<file path="src/rtl/mem_lane_unit_pkg.sv">
// Shared definitions for the CPU load/store lane unit: access sizes, FSM encoding
// and the byte-lane helpers used at request accept.
package mem_lane_unit_pkg;

  typedef enum logic [1:0] {
    SZ_WORD = 2'd0,
    SZ_HALF = 2'd1,
    SZ_BYTE = 2'd2,
    SZ_BAD  = 2'd3
  } size_e;

  typedef enum logic [1:0] {
    ST_IDLE   = 2'd0,
    ST_ISSUE  = 2'd1,
    ST_WAIT_R = 2'd2,
    ST_RESP   = 2'd3
  } state_e;

  function automatic logic access_err(size_e sz, logic [1:0] lane);
    case (sz)
      SZ_WORD: return lane != 2'b00;
      SZ_HALF: return lane[0];
      SZ_BYTE: return 1'b0;
      default: return 1'b1;
    endcase
  endfunction

  function automatic logic [3:0] lane_be(size_e sz, logic [1:0] lane);
    case (sz)
      SZ_WORD: return 4'b1111;
      SZ_HALF: return 4'b0011 << lane;
      SZ_BYTE: return 4'b0001 << lane;
      default: return 4'b0000;
    endcase
  endfunction

  // Memory picks the lane from mem_be, so store data is copied onto every lane it may use.
  function automatic logic [31:0] lane_wdata(size_e sz, logic [31:0] d);
    case (sz)
      SZ_HALF: return {d[15:0], d[15:0]};
      SZ_BYTE: return {d[7:0], d[7:0], d[7:0], d[7:0]};
      default: return d;
    endcase
  endfunction

endpackage

</file>
<file path="src/rtl/mem_lane_unit_if.sv">
// CPU request, memory command/read-data and response signals of the lane unit.
interface mem_lane_unit_if #(
  parameter int ADDR_W = 32
);

  logic              req_valid;
  logic              req_ready;
  logic              req_we;
  logic [1:0]        req_size;
  logic              req_sext;
  logic [ADDR_W-1:0] req_addr;
  logic [31:0]       req_wdata;

  logic              mem_valid;
  logic              mem_we;
  logic [ADDR_W-1:0] mem_addr;
  logic [3:0]        mem_be;
  logic [31:0]       mem_wdata;
  logic              mem_ready;
  logic              mem_rvalid;
  logic [31:0]       mem_rdata;

  logic              rsp_valid;
  logic [31:0]       rsp_data;
  logic              rsp_err;

  modport slave (
    input  req_valid, req_we, req_size, req_sext, req_addr, req_wdata,
    input  mem_ready, mem_rvalid, mem_rdata,
    output req_ready, mem_valid, mem_we, mem_addr, mem_be, mem_wdata,
    output rsp_valid, rsp_data, rsp_err
  );

  modport master (
    output req_valid, req_we, req_size, req_sext, req_addr, req_wdata,
    output mem_ready, mem_rvalid, mem_rdata,
    input  req_ready, mem_valid, mem_we, mem_addr, mem_be, mem_wdata,
    input  rsp_valid, rsp_data, rsp_err
  );

endinterface

</file>
<file path="src/rtl/load_extract.sv">
// Picks the addressed byte/half out of a read word and zero- or sign-extends it to 32 bits.
// Purely combinational.
module load_extract
  import mem_lane_unit_pkg::*;
(
  input  logic [31:0] word_i,
  input  logic [1:0]  addr_i,
  input  size_e       size_i,
  input  logic        sext_i,
  output logic [31:0] data_o
);

  logic [31:0] shifted;

  always_comb begin
    shifted = word_i >> {addr_i, 3'b000};
    case (size_i)
      SZ_BYTE: data_o = {{24{sext_i & shifted[7]}}, shifted[7:0]};
      SZ_HALF: data_o = {{16{sext_i & shifted[15]}}, shifted[15:0]};
      default: data_o = word_i;
    endcase
  end

endmodule

</file>
<file path="src/rtl/mem_lane_unit.sv">
// Single-outstanding load/store unit: checks alignment, drives byte-lane memory commands
// and returns an extended load result with a one-cycle completion pulse.
module mem_lane_unit
  import mem_lane_unit_pkg::*;
#(
  parameter int ADDR_W = 32
) (
  input logic           clk,
  input logic           rst_n,
  mem_lane_unit_if.slave bus
);

  state_e            state_q, state_d;
  logic              we_q, we_d;
  logic              sext_q, sext_d;
  size_e             size_q, size_d;
  logic [1:0]        lane_q, lane_d;
  logic              mem_we_q, mem_we_d;
  logic [ADDR_W-1:0] mem_addr_q, mem_addr_d;
  logic [3:0]        mem_be_q, mem_be_d;
  logic [31:0]       mem_wdata_q, mem_wdata_d;
  logic [31:0]       rsp_data_q, rsp_data_d;
  logic              rsp_err_q, rsp_err_d;

  size_e             req_size;
  logic [31:0]       load_data;

  assign req_size = size_e'(bus.req_size);

  load_extract u_extract (
    .word_i (bus.mem_rdata),
    .addr_i (lane_q),
    .size_i (size_q),
    .sext_i (sext_q),
    .data_o (load_data)
  );

  always_comb begin
    state_d     = state_q;
    we_d        = we_q;
    sext_d      = sext_q;
    size_d      = size_q;
    lane_d      = lane_q;
    mem_we_d    = mem_we_q;
    mem_addr_d  = mem_addr_q;
    mem_be_d    = mem_be_q;
    mem_wdata_d = mem_wdata_q;
    rsp_data_d  = rsp_data_q;
    rsp_err_d   = rsp_err_q;

    case (state_q)
      ST_IDLE: begin
        if (bus.req_valid) begin
          we_d       = bus.req_we;
          sext_d     = bus.req_sext;
          size_d     = req_size;
          lane_d     = bus.req_addr[1:0];
          rsp_data_d = '0;
          rsp_err_d  = access_err(req_size, bus.req_addr[1:0]);
          if (access_err(req_size, bus.req_addr[1:0])) begin
            state_d = ST_RESP;
          end else begin
            state_d     = ST_ISSUE;
            mem_we_d    = bus.req_we;
            mem_addr_d  = {bus.req_addr[ADDR_W-1:2], 2'b00};
            mem_be_d    = lane_be(req_size, bus.req_addr[1:0]);
            mem_wdata_d = lane_wdata(req_size, bus.req_wdata);
          end
        end
      end
      // Read data seen while the command is still being issued is stale, so it is dropped.
      ST_ISSUE: begin
        if (bus.mem_ready) begin
          state_d = we_q ? ST_RESP : ST_WAIT_R;
        end
      end
      ST_WAIT_R: begin
        if (bus.mem_rvalid) begin
          rsp_data_d = load_data;
          state_d    = ST_RESP;
        end
      end
      default: begin
        state_d = ST_IDLE;
      end
    endcase
  end

  always_ff @(posedge clk or negedge rst_n) begin
    if (!rst_n) begin
      state_q     <= ST_IDLE;
      we_q        <= 1'b0;
      sext_q      <= 1'b0;
      size_q      <= SZ_WORD;
      lane_q      <= 2'b00;
      mem_we_q    <= 1'b0;
      mem_addr_q  <= '0;
      mem_be_q    <= 4'b0000;
      mem_wdata_q <= '0;
      rsp_data_q  <= '0;
      rsp_err_q   <= 1'b0;
    end else begin
      state_q     <= state_d;
      we_q        <= we_d;
      sext_q      <= sext_d;
      size_q      <= size_d;
      lane_q      <= lane_d;
      mem_we_q    <= mem_we_d;
      mem_addr_q  <= mem_addr_d;
      mem_be_q    <= mem_be_d;
      mem_wdata_q <= mem_wdata_d;
      rsp_data_q  <= rsp_data_d;
      rsp_err_q   <= rsp_err_d;
    end
  end

  assign bus.req_ready = (state_q == ST_IDLE);
  assign bus.mem_valid = (state_q == ST_ISSUE);
  assign bus.mem_we    = mem_we_q;
  assign bus.mem_addr  = mem_addr_q;
  assign bus.mem_be    = mem_be_q;
  assign bus.mem_wdata = mem_wdata_q;
  assign bus.rsp_valid = (state_q == ST_RESP);
  assign bus.rsp_data  = rsp_data_q;
  assign bus.rsp_err   = rsp_err_q;

endmodule

</file>
<file path="src/flat_wrapper.sv">
// flat-port wrapper written by rule: the top's interface ports become plain ports
module mem_lane_unit_flat import mem_lane_unit_pkg::*;
#(
  parameter int ADDR_W = 32
)
  (clk, rst_n, bus_req_valid, bus_req_we, bus_req_size, bus_req_sext, bus_req_addr, bus_req_wdata, bus_mem_ready, bus_mem_rvalid, bus_mem_rdata, bus_req_ready, bus_mem_valid, bus_mem_we, bus_mem_addr, bus_mem_be, bus_mem_wdata, bus_rsp_valid, bus_rsp_data, bus_rsp_err);
  mem_lane_unit_if #(.ADDR_W(ADDR_W)) bus_i ();
  input logic clk;
  input logic rst_n;
  input wire logic [$bits(bus_i.req_valid)-1:0] bus_req_valid;
  input wire logic [$bits(bus_i.req_we)-1:0] bus_req_we;
  input wire logic [$bits(bus_i.req_size)-1:0] bus_req_size;
  input wire logic [$bits(bus_i.req_sext)-1:0] bus_req_sext;
  input wire logic [$bits(bus_i.req_addr)-1:0] bus_req_addr;
  input wire logic [$bits(bus_i.req_wdata)-1:0] bus_req_wdata;
  input wire logic [$bits(bus_i.mem_ready)-1:0] bus_mem_ready;
  input wire logic [$bits(bus_i.mem_rvalid)-1:0] bus_mem_rvalid;
  input wire logic [$bits(bus_i.mem_rdata)-1:0] bus_mem_rdata;
  output wire logic [$bits(bus_i.req_ready)-1:0] bus_req_ready;
  output wire logic [$bits(bus_i.mem_valid)-1:0] bus_mem_valid;
  output wire logic [$bits(bus_i.mem_we)-1:0] bus_mem_we;
  output wire logic [$bits(bus_i.mem_addr)-1:0] bus_mem_addr;
  output wire logic [$bits(bus_i.mem_be)-1:0] bus_mem_be;
  output wire logic [$bits(bus_i.mem_wdata)-1:0] bus_mem_wdata;
  output wire logic [$bits(bus_i.rsp_valid)-1:0] bus_rsp_valid;
  output wire logic [$bits(bus_i.rsp_data)-1:0] bus_rsp_data;
  output wire logic [$bits(bus_i.rsp_err)-1:0] bus_rsp_err;
  assign bus_i.req_valid = bus_req_valid;
  assign bus_i.req_we = bus_req_we;
  assign bus_i.req_size = bus_req_size;
  assign bus_i.req_sext = bus_req_sext;
  assign bus_i.req_addr = bus_req_addr;
  assign bus_i.req_wdata = bus_req_wdata;
  assign bus_i.mem_ready = bus_mem_ready;
  assign bus_i.mem_rvalid = bus_mem_rvalid;
  assign bus_i.mem_rdata = bus_mem_rdata;
  assign bus_req_ready = bus_i.req_ready;
  assign bus_mem_valid = bus_i.mem_valid;
  assign bus_mem_we = bus_i.mem_we;
  assign bus_mem_addr = bus_i.mem_addr;
  assign bus_mem_be = bus_i.mem_be;
  assign bus_mem_wdata = bus_i.mem_wdata;
  assign bus_rsp_valid = bus_i.rsp_valid;
  assign bus_rsp_data = bus_i.rsp_data;
  assign bus_rsp_err = bus_i.rsp_err;
  mem_lane_unit #(.ADDR_W(ADDR_W)) u_core (.clk(clk), .rst_n(rst_n), .bus(bus_i));
endmodule
</file>
<file path="config.mk">
export PLATFORM = sky130hd
export DESIGN_NAME = mem_lane_unit_flat
export DESIGN_NICKNAME = d
export VERILOG_FILES = /design/src/rtl/mem_lane_unit_pkg.sv /design/src/rtl/mem_lane_unit_if.sv /design/src/rtl/load_extract.sv /design/src/rtl/mem_lane_unit.sv /design/src/flat_wrapper.sv
export SDC_FILE = /design/constraint.sdc
export NUM_CORES = 1
export LEC_CHECK = 0
export CORE_UTILIZATION = 44
export CTS_CLUSTER_DIAMETER = 100
export DETAILED_ROUTE_END_ITERATION = 6
export PLACE_DENSITY = 0.87
export SLEW_MARGIN = 15
export SYNTH_ARGS = -nofsm -noshare
export SYNTH_HDL_FRONTEND = slang
export SYNTH_HIERARCHICAL = 1
export SYNTH_SLANG_ARGS = --single-unit
</file>
<file path="constraint.sdc">
create_clock -name clk -period 2.6 [get_ports clk]
set_clock_uncertainty 0.05 [all_clocks]
set_input_delay 0.52 -clock clk [delete_from_list [all_inputs] [get_ports clk]]
set_output_delay 0.52 -clock clk [all_outputs]
set_load 0.01 [all_outputs]
</file>
* After elaboration in Yosys (flattened, before gate mapping)
Index checks and enable logic that the tools add are counted.
** Word-level totals
- Register bits :: 108
- Output and inout bits :: 105
- Word-level logic and storage cells :: 50
** Cells by class
- Equal/unequal tests :: 10
- Shift operators :: 3
- Multiplexer cells :: 15
- Bitwise gates (word level) :: 3
- Reduce and logical (&&, ||, !) cells :: 8
** Operator list (number)
- $pmux 32 s2 :: 3
- $mux 32 :: 2
- $shr 32x5->16 :: 1
- $pmux 4 s3 :: 1
- $reduce_and 3->1 :: 3
- $eq 2x2->1 const B :: 4
- $mux 2 :: 4
- $eq 2x1->1 const B :: 3
- $ne 2x2->1 const B :: 3
- $pmux 2 s3 :: 1
- $logic_not 2->1 :: 2
- $reduce_bool 2->1 :: 2
- $shl 1x2->4 const A :: 1
- $shl 2x2->4 const A :: 1
- $mux 1 :: 3
- $pmux 1 s3 :: 1
- $and 1x1->1 :: 2
- $reduce_and 2->1 :: 1
- $not 1->1 :: 1

* Longest topological paths before layout
- Depth after elaboration :: 7
- Mapped depth :: 9

* Hierarchy
The synthesis kept the hierarchy.
** Modules (own cells, without submodules)
- mem_lane_unit :: instances 1, cells each 344, area each 4573.1 um2, seq. area each 2702.6 um2
- load_extract :: instances 1, cells each 139, area each 867.1 um2, seq. area each 0.0 um2

* Worst setup path before layout
Ideal clock, no wire load.
- Kind :: input to register
- Start point :: in bus_req_size[0]
- End point :: reg u_core.mem_wdata_q[2] (netlist: u_core/bus.mem_wdata[2])
- Setup time :: 127 ps
- Arrival time :: 1913 ps
- Setup slack :: 510 ps
- Stages :: 6
- Path buffers :: 2
- Cell sequence :: ha_1 -> or3_4 -> a21oi_4 -> buf_6 -> buf_6 -> mux2_1
** On the way
- Word-level cells in the longest chain between the ends :: 6
** RTL lines
- from (decl) :: RTL line flat_wrapper.sv:12 : input wire logic [$bits(bus_i.req_size)-1:0] bus_req_size;
- $eq 2x2->1, or another cell as far along :: RTL line mem_lane_unit_pkg.sv:20 : case (sz)
- $pmux 1 s3 * :: RTL line mem_lane_unit_pkg.sv:20
- $mux 1 * :: RTL line mem_lane_unit.sv:53 : if (bus.req_valid) begin
- $mux 1 * :: RTL line mem_lane_unit.sv:51 : case (state_q)
- $not 1->1 (no line) *
- $reduce_and 3->1 (no line) *
- to (signal assigned) :: RTL line mem_lane_unit.sv:111 : mem_wdata_q <= mem_wdata_d;
- to (decl) :: RTL line mem_lane_unit.sv:21 : logic [31:0] mem_wdata_q, mem_wdata_d;
Every way passes the cells marked *; elsewhere a longest branch is shown, timed or not. The select of a mux whose other input is x is not followed.
A chain may end at the register's enable or synchronous reset.

* Final worst setup path
- Start point :: in bus_req_size[0]
- End point :: reg u_core.mem_addr_q[19] (netlist: u_core/bus.mem_addr[19])
** On the way
- Word-level cells in the longest chain between the ends :: 6
** RTL lines
- $eq 2x2->1, or another cell as far along :: RTL line mem_lane_unit_pkg.sv:20
- $pmux 1 s3 * :: RTL line mem_lane_unit_pkg.sv:20
- $mux 1 * :: RTL line mem_lane_unit.sv:53
- $mux 1 * :: RTL line mem_lane_unit.sv:51
- $not 1->1 (no line) *
- $reduce_and 3->1 (no line) *
- to (signal assigned) :: RTL line mem_lane_unit.sv:109 : mem_addr_q <= mem_addr_d;
- to (decl) :: RTL line mem_lane_unit.sv:19 : logic [ADDR_W-1:0] mem_addr_q, mem_addr_d;
Marked as above.

==> impl_metrics.env <==
export IMPL_grt_start_max_net_pins=43
export IMPL_hold_path_class="input pin to asynchronous set/reset pin"
export IMPL_relSlewSlack=0.602
export IMPL_tightest_slew_ns=0.595
export IMPL_leakage_uw=0.00348
export IMPL_drt_total_wl_mm=15.2
export IMPL_start_util=0.453
export IMPL_cts_tree="yes"
export IMPL_synth_seq_area_share=0.497
export IMPL_grt_total_usage=0.243
export IMPL_maxSlewViolCount=0
export IMPL_power_density_nw_per_um2=1150
export IMPL_hold_viol=0
export IMPL_die_h_um=113
export IMPL_netlist_area_um2=5440
export IMPL_drtIter0Drc=407
export IMPL_clock_sinks=108
export IMPL_cts_resized=0
export IMPL_grt_pass1_vias=4769
export IMPL_place_congestion=0.899
export IMPL_rows=40
export IMPL_critPathMaxFanout=36
export IMPL_path_clk_slew_ns=0.07
export IMPL_design_core_area_um2=12000
export IMPL_drcViolationCount=0
export IMPL_synth_async_sr_flop_share=1.00
export IMPL_place_area_um2=7660
export IMPL_multi_input_area_um2=2450
export IMPL_status="finished, final reports clean"
export IMPL_wire_per_inst_um=18.2
export IMPL_dieWidth_um=113
export IMPL_diodes=0
export IMPL_seqCellArea_um2=2700
export IMPL_syn_to_final_growth_pct=46.6
export IMPL_holdBufCountCts=0
export IMPL_cts_buffers_inserted=9
export IMPL_grt_overflow=0
export IMPL_synth_edff_count=0
export IMPL_hpwl_mm=11.1
export IMPL_rsz0062_at_grt="no"
export IMPL_finalCritPeriodShare=0.896
export IMPL_yosysWarnings=6
export IMPL_drv_cap=0
export IMPL_via_count=4651
export IMPL_antenna_left=0
export IMPL_ys_ff_latch=108
export IMPL_r2r_end="u_core/bus.rsp_data[7]"
export IMPL_postLayoutCellArea_um2=7970
export IMPL_final_cell_mix="206 x clkdlybuf4s50_1, 108 x dfrtp_1, 56 x nand2_1"
export IMPL_h_tree_depth=3
export IMPL_critPathLaunchType="input pin"
export IMPL_viasPerCell=5.56
export IMPL_cp_end_kind="register"
export IMPL_yosysUniqueCellTypes=46
export IMPL_post_cts_setup_buffer_count=0
export IMPL_fmax_ghz=0.429
export IMPL_grt_first_pass_wirelength_mm=24.1
export IMPL_layout_drive_gt1_share=0.142
export IMPL_final_common_cell="clkdlybuf4s50_1"
export IMPL_timing_rr_start="u_core/state_q[0]"
export IMPL_antenna_found_initial=0
export IMPL_critical_path_class="input pin to register"
export IMPL_io_pins=210
export IMPL_cts_root_buf="clkbuf_16"
export IMPL_fin_nets=799
export IMPL_rr_worst_depth=6
export IMPL_hold_slack_ns=0.0688
export IMPL_die_area_um2=12800
export IMPL_setup_viol=0
export IMPL_synth_ff_type="dfrtp_1"
export IMPL_critPathArrivalTime_ns=2.52
export IMPL_syn_inst=483
export IMPL_r2r_slack_ns=0.60
export IMPL_clock_path_buffers=2
export IMPL_ir_drop_uv=606
export IMPL_power_uw=9200
export IMPL_port_buffer_count=207
export IMPL_finalCriticalPeriod_ns=2.33
export IMPL_drt_pass1_iter_count=5
export IMPL_nFillCells=865
export IMPL_avgSynthCellArea_um2=11.3
export IMPL_cp_required_ns=2.79
export IMPL_clk_insertion_delay_late_ns=0.35
## worst max path at each step
| stage | from | to | slack (ns) |
|---|---|---|---|
| after floorplan | bus_req_size[0] | u_core/bus.mem_wdata[2] | 0.51 |
| after global placement | bus_req_size[1] | u_core/bus.mem_addr[13] | -0.004 |
| after detailed placement | bus_req_size[1] | u_core/bus.mem_addr[9] | -0.08 |
| after CTS | u_core/state_q[1] | bus_req_ready | 0.28 |
| after global routing | u_core/state_q[1] | bus_req_ready | 0.21 |
| final | bus_req_size[0] | u_core/bus.mem_addr[19] | 0.27 |
## per-layer routing
layer | track usage | share of wire | up-vias
met5 | 0 | 0 | -
met1 | 0.298 | 0.40 | 2254
met2 | 0.398 | 0.48 | 249
met4 | 0.105 | 0.024 | 0
li1 | - | - | 2118
met3 | 0.0723 | 0.093 | 30
## where the power goes
group / internal (uW) / switching [uW] / total, uW
logic: 2640 / 2120 / 4770
registers: 2490 / 519 / 3010
clock network: 802 / 625 / 1430
total: 5930 / 3270 / 9200
## cell families after synthesis
family,Yosys count,synth area share
fa+ha+maj,10,0.0230
flops,108,0.497
buf+inv,57,0.0540
compound gates,112,0.159
other cells,1,0.000689
mux,80,0.168
simple gates,115,0.0987
## state kept, by name, summed over array words and instances (netlist names)
| signal | flops |
|---|---|
| u_core/bus.mem_be | 4 |
| u_core/bus.mem_wdata | 32 |
| u_core/we_q | 1 |
| u_core/size_q | 2 |
| u_core/bus.mem_addr | 30 |
| u_core/state_q | 2 |
| u_core/sext_q | 1 |
| u_core/bus.rsp_data | 32 |
| u_core/bus.rsp_err | 1 |
| u_core/lane_q | 2 |
| u_core/bus.mem_we | 1 |
## through the flow
stage                      util  setup WS, ns  instances  TNS (ns)
after floorplan               -         0.510        484         0
after CTS                 0.664         0.280        836         0
after detailed placement  0.638       -0.0830        820     -3.90
final                     0.664         0.270        836         0
after global routing      0.664         0.209        836         0
after global placement    0.638      -0.00421        820   -0.0830
## cells in the mapped netlist (3+ instances only)
cell type | count | share of area
nor2b_1 | 16 | 0.018
and2_1 | 7 | 0.0080
inv_1 | 20 | 0.014
buf_2 | 4 | 0.0037
o21ai_0 | 12 | 0.011
dfrtp_1 | 108 | 0.50
ha_1 | 10 | 0.023
a31oi_1 | 3 | 0.0035
clkbuf_1 | 16 | 0.011
a211o_1 | 7 | 0.011
buf_6 | 7 | 0.014
nand2b_1 | 4 | 0.0046
mux2_1 | 17 | 0.035
nor2_1 | 22 | 0.015
buf_4 | 6 | 0.0083
mux2_2 | 51 | 0.11
nand2_1 | 56 | 0.039
a22o_1 | 41 | 0.066
a22oi_1 | 8 | 0.011
a32o_1 | 7 | 0.013
a21oi_1 | 17 | 0.016
mux2i_1 | 9 | 0.017
o22ai_1 | 9 | 0.010
buf_1 | 4 | 0.0028
## area by class of cell
cell class | count | area share
clock inverters | 5 | 0.00738
flip-flops and latches | 108 | 0.339
clock buffers | 11 | 0.0317
repair buffers | 226 | 0.282
multi-input cells | 319 | 0.307
inverters | 20 | 0.00942
well taps | 147 | 0.0231
## worst max-delay path: stages
cell and delay (ns):
clkdlybuf4s50_1 0.48, ha_1 0.26, or3_4 0.41, a21oi_4 0.22
buf_12 0.24, mux2_2 0.36
No activity file was read; power rests on OpenSTA's default activity.
